--- src/rtl/tt_um_toivoh_test_pkg.sv ---
// Shared constants for the serial-RAM address walker: word width,
// frame-length derivation, ui_in bit positions and output-select codes.
package tt_um_toivoh_test_pkg;

    // Width of one RAM word and of the address register.
    localparam int W = 16;

    // ui_in control bit positions.
    localparam int UI_JUMP    = 0;
    localparam int UI_SEL_LSB = 1;
    localparam int UI_HOLD    = 3;

    // Byte routed to uio_out, selected by ui_in[2:1].
    typedef enum logic [1:0] {
        SEL_WD_LO  = 2'b00,
        SEL_WD_HI  = 2'b01,
        SEL_SUM_LO = 2'b10,
        SEL_SUM_HI = 2'b11
    } out_sel_e;

    // Number of cycles in one RAM frame.
    function automatic int cycles_of(input int log2_cycles);
        return 1 << log2_cycles;
    endfunction

endpackage

--- src/rtl/tt_um_toivoh_test_serial_rx.sv ---
// Assembles the nibbles returned by the serial RAM into words.
// The slot written each cycle is the frame phase shifted by the round-trip
// latency, so the lane index lines up with the nibble the RAM is returning.
// o_done fires on the cycle whose edge captures the final nibble of a word;
// o_word then already holds the complete word (last nibble taken live).
module tt_um_toivoh_test_serial_rx
    import tt_um_toivoh_test_pkg::*;
#(
    parameter int PINS        = 4,
    parameter int LOG2_CYCLES = 2,
    parameter int EXTRA_DELAY = 3
) (
    input  logic                   clk,
    input  logic                   srst,
    input  logic [LOG2_CYCLES-1:0] i_phase,
    input  logic [PINS-1:0]        i_data,
    output logic                   o_done,
    output logic [W-1:0]           o_word
);

    localparam int CYCLES     = cycles_of(LOG2_CYCLES);
    // Cycles from sending address nibble k to sampling data nibble k.
    localparam int LAT        = CYCLES + 1 + EXTRA_DELAY;
    // Cycle (counted from reset) whose edge completes the first real word.
    localparam int FIRST_DONE = LAT + CYCLES - 1;
    localparam int SKEW       = (CYCLES - (LAT % CYCLES)) % CYCLES;
    localparam int FILL_W     = $clog2(FIRST_DONE + 1);

    logic [LOG2_CYCLES-1:0] w_idx;
    logic [FILL_W-1:0]      r_fill_reg;
    logic                   w_filled;

    assign w_idx    = i_phase + LOG2_CYCLES'(SKEW);
    assign w_filled = (r_fill_reg == FILL_W'(FIRST_DONE));
    assign o_done   = w_filled && (w_idx == LOG2_CYCLES'(CYCLES - 1));

    // Count cycles since reset until the first round trip has elapsed.
    always_ff @(posedge clk) begin
        if (srst) begin
            r_fill_reg <= '0;
        end else if (!w_filled) begin
            r_fill_reg <= r_fill_reg + FILL_W'(1);
        end
    end

    // The top lane is never stored: it is consumed on the completing edge.
    assign o_word[PINS*(CYCLES-1) +: PINS] = i_data;

    genvar gi;
    generate
        for (gi = 0; gi < CYCLES - 1; gi++) begin : g_lane
            logic [PINS-1:0] r_lane_reg;

            // Capture the incoming nibble when this lane is the active slot.
            always_ff @(posedge clk) begin
                if (srst) begin
                    r_lane_reg <= '0;
                end else if (w_idx == LOG2_CYCLES'(gi)) begin
                    r_lane_reg <= i_data;
                end
            end

            assign o_word[PINS*gi +: PINS] = r_lane_reg;
        end
    endgenerate

endmodule

--- config.mk ---
export PLATFORM = sky130hd
export DESIGN_NAME = tt_um_toivoh_test_serial_rx
export DESIGN_NICKNAME = d
export VERILOG_FILES = /design/src/rtl/tt_um_toivoh_test_pkg.sv /design/src/rtl/tt_um_toivoh_test_serial_rx.sv
export SDC_FILE = /design/constraint.sdc
export NUM_CORES = 1
export LEC_CHECK = 0
export BUFFER_PORTS_ARGS = -buffer_cell sky130_fd_sc_hd__buf_2
export CAP_MARGIN = 20
export CORE_MARGIN = 1.5
export CORE_UTILIZATION = 45
export CTS_CLUSTER_SIZE = 30
export DETAILED_ROUTE_END_ITERATION = 7
export GPL_TIMING_DRIVEN = 0
export PLACE_DENSITY = 0.86
export SLEW_MARGIN = 15
export SYNTH_ARGS = -nofsm -noshare
export SYNTH_HDL_FRONTEND = slang
export SYNTH_SLANG_ARGS = --single-unit
--- constraint.sdc ---
create_clock -name clk -period 1.3 [get_ports clk]
set_input_delay 0.195 -clock clk [delete_from_list [all_inputs] [get_ports clk]]
set_output_delay 0.195 -clock clk [all_outputs]
set_load 0.01 [all_outputs]
Word-level counts from Yosys, hierarchy flattened
Cells that the tools add are included.
{ "totals": {"reg_bits": 16, "input_bits": 8, "output_inout_bits": 17, "word_cells": 11} }
{ "op_classes": {"n_addsub": 1, "n_eq_ne": 4, "n_reduce_logical": 2} }
{ "ops": {"columns": ["op", "count"], "rows": [
  ["4-bit by 1-bit adder with 4-bit output (second input constant)", 1],
  ["2-bit equality test (second input constant)", 2],
  ["4-bit equality test (second input constant)", 1],
  ["2-bit by 1-bit equality test with 1-bit output (second input constant)", 1],
  ["2-bit zero test", 1],
  ["1-bit logical AND", 1]
]} }

Depth between registers and ports, before layout
{ "logic_depth": {"depth_word": 2, "ltp_mapped": 4, "ltp_nobuf": 4} }

Worst setup path after synthesis
Ideal clock, no wire load.
{ "synth_timing": {"kind": "register to output", "from": "reg r_fill_reg[0]", "to": "out o_done", "t_arrival_ns": 0.864, "t_required_ns": 1.105, "slack_ns": 0.241, "stages_incl_launch_ff": 4, "path_buffers": 0, "cell_sequence": "dfxtp_1 -> ha_1 -> nand3b_1 -> nor2_1"} }
{ "synth_between": {"elab_chain_cells": 2} }
{ "synth_lines": {"columns": ["item", "line", "text"], "rows": [
  ["start: declaration", "tt_um_toivoh_test_serial_rx.sv:30", "logic [FILL_W-1:0] r_fill_reg;"],
  ["start signal: assignment", "tt_um_toivoh_test_serial_rx.sv:42", "r_fill_reg <= r_fill_reg + FILL_W'(1);"],
  ["4-bit equality test", "tt_um_toivoh_test_serial_rx.sv:34", "assign w_filled = (r_fill_reg == FILL_W'(FIRST_DONE));"],
  ["1-bit logical AND", "tt_um_toivoh_test_serial_rx.sv:35", "assign o_done = w_filled && (w_idx == LOG2_CYCLES'(CYCLES - 1));"],
  ["end: declaration", "tt_um_toivoh_test_serial_rx.sv:17", "output logic o_done,"]
]} }
No other way between the ends.

Worst setup path in the final report
Ends and elaborated chain as after synthesis.

==> impl_results.md <==
* Pin count of the biggest net entering global routing at 11
* Power Density at 1192 nW/um^2
* Slew Viols, Final at 0
* Detail Route Antenna Nets at 0
* Max cap viols at 0
* Worst EP required at 1.11 ns
* Wire length per cell at about 13 um
* Number of flops mapped to enable cells by yosys at 0
* Worst slack at placement at slightly above 0.09 ns
* RSZ-0062 raised after global routing: yes
* Ys async rst share at 0%
* TritonCTS buffer count at 3
* Hpwl dp at roughly 960 um
* Main synth FF type: dfxtp_1
* Hold_ws at 0.1657 ns
* Failing checks: setup timing
* Synth Area in Compound Gates at 6.963%
* Max FFs per register at 12
* Final WS setup at -0.01538 ns
* Area growth, synth to finish at 31.33%
* Top cells by area, synth: dfxtp_1 (50%), mux2i_1 (14%), nor2_1 (8.1%)
* Critical Path End Type: primary output
* Vias in the first global route at 510
* Tot Pwr at approximately 0.0010 W
* Cell Chain, Critical Path: ha_4, nand3b_1, nor2_1, buf_2
* Initial DRT Pass Iterations at 4
* Max Fclk at 0.7602 GHz
* Final Util at roughly 64%
* Clk buf depth at 2
* Tot GR Track Use at slightly above 20%
* Net count, final at 109
* Die width at about 41 um
* Clk slew on worst S/H paths at about 0.1 ns
* Crit Path Category: register to primary output
* Number of diodes at 0
* Initial DRC Count at 20
* Slowest cell on crit path: dfxtp_2
* Port buffer count at 23
* Peak VDD IR at 0.0008917 V
* Area after DPL at 780.7 um^2
* Starting Density at 49.10%
* Clock skew at about 0.00062 ns
* Syn. warnings at 0
* GPL Wtd Cong at slightly above 0.7
* Clock Root Buffer: clkbuf_4
* Worst min-delay path class: input port to register
* Mapped Nets at between 70 and 80
* Leak at around 0.44 nW
* # DRC at 0
* Worst slew margin at between 80% and 90%
* Synth cell count leaders: dfxtp_1 (16), nor2_1 (14), mux2i_1 (9), buf_4 (6)
* Hold_buf cts at 0
* Routed WL at 1454 um
* Avg Inst Size Synth at about 9.2 um^2
* Post-synthesis adder-cell area fraction at 1.934%
* Syn Inst Count at 70
* Core ar. at between 1000 and 1500 um^2
* Largest family of logic cells by synthesized area: simple AND/OR/NAND/NOR gates
* Simple-gate share of the synthesized area at ~16%
* Clk_lat worst skew at just under 0.3 ns
* Tcrit/Tclk final at 101.2%
* Register area share after synthesis at between 40% and 50%
* Synth top area share at about half
* Routed via count at approximately 570
* Remaining global-route overflow at 0
* Tmin final at around 1.3 ns
* Cell row count at 13
* Drt via density at between 5 and 6
* Leading area contributor after synthesis: dfxtp_1
* Slew @ Worst Pin at 0.2661 ns
* Initial antenna violation count at 0
* XOR/XNOR Fraction of Synth Area at approximately 2.7%
* DIE AREA at 1674 um^2
* IO Pins at 25
* Finished Cell Area at about 850 um^2
* Hold Vio Cnt, Final at 0
* Setup crit start kind: register
* Chip height at 40.92 um
* Mux cell area share after synthesis at between 10% and 20%
* Global-route wire length before repair at 2159 um
* Count of state elements after synthesis at 16
* Largest fanout on the critical path at 3
* Number of distinct library cells after synthesis at 17
* CTS tree: done
* Arrival @ worst endpoint at between 1 and 1.5 ns
* CP peak stage delay at 0.37 ns
* Layout cells sized above 1 at 39.39%
* CTS H-Tree Depth at 1
* Status: complete, but fails checks
* Leading cell type by number of instances after synthesis: dfxtp_1
* Post-synthesis cell area at around 650 um^2
* Final setup vio count at 1
* Sink Count at 16
[worst max-delay path, delay by kind of cell, from the launching register on]
kind,cells,cell delay [ns]
buffers and inverters,1,0.13
adders and majority gates,1,0.15
and+or+nand+nor,2,0.18
DFF,1,0.37
[cells in the final DEF (no fill, tap or decap), types with 2 or more instances in the layout]
cell and count:
a21oi_1 5, buf_2 24, buf_4 8, clkbuf_4 3, dfxtp_1 14, mux2i_1 9
nand2_1 5, nand2b_1 2, nor2_1 14, o21ai_0 4
[final cells by class]
cell class              instances  area [um^2]
fillers                       119        467.9
well taps                      15        18.77
flip-flops and latches         16        325.3
plain buffers                   8        53.80
repair buffers                 25        130.1
multi-input cells              45        281.5
inverters                       1        3.754
clock buffers                   4        36.28
[kinds of logic after synthesis]
group | after synthesis
AO/OA/AOI/OAI | 9
XOR/XNOR | 2
adder cells (fa/ha/maj) | 1
buffers and inverters | 9
flip-flops | 16
multiplexers | 9
AND/OR/NAND/NOR | 24
[what timing repair did]
action / in CTS / in global routing
pin swaps: 1 / 0
setup buffers: 2 / 0
endpoints found under the setup margin: 1 / 1
gates resized for setup: 4 / 1
[stage by stage]
step	cells	TNS, ns
2_1_floorplan	70	0
3_3_place_gp	108	0
3_5_place_dp	108	0
4_1_cts	114	0
5_1_grt	114	-0.09315
6_report	114	-0.01538
[metal layers]
layer  vias to the layer above  share of wire (%)  global-route usage (%)
met2                        25                 49                   32.03
met1                       259                 43                   26.51
met3                         5                6.1                   3.261
li1                        282                  -                       -
met5                         -                  0                       0
met4                         0                1.9                   10.00
[where the power goes]
part | total [W] | switching, W | internal [W] | leakage [nW]
Sequential | 0.000535 | 0.0000180 | 0.000517 | 0.132
Clock | 0.000330 | 0.000159 | 0.000171 | 0.0210
Combinational | 0.000148 | 0.0000763 | 0.0000718 | 0.289
[path summary, 6_finish.rpt]
path                                 from                       to  slack [ns]  depth (start not counted)
setup / recovery            r_fill_reg[0]                   o_done       -0.02                          4
hold / removal                  i_data[1]  g_lane[0].r_lane_reg[1]        0.17                          3
setup reg to reg            r_fill_reg[1]            r_fill_reg[1]        0.14                          5
hold reg to reg   g_lane[0].r_lane_reg[3]  g_lane[0].r_lane_reg[3]        0.48                          2
(Power assumes the default switching activity.)
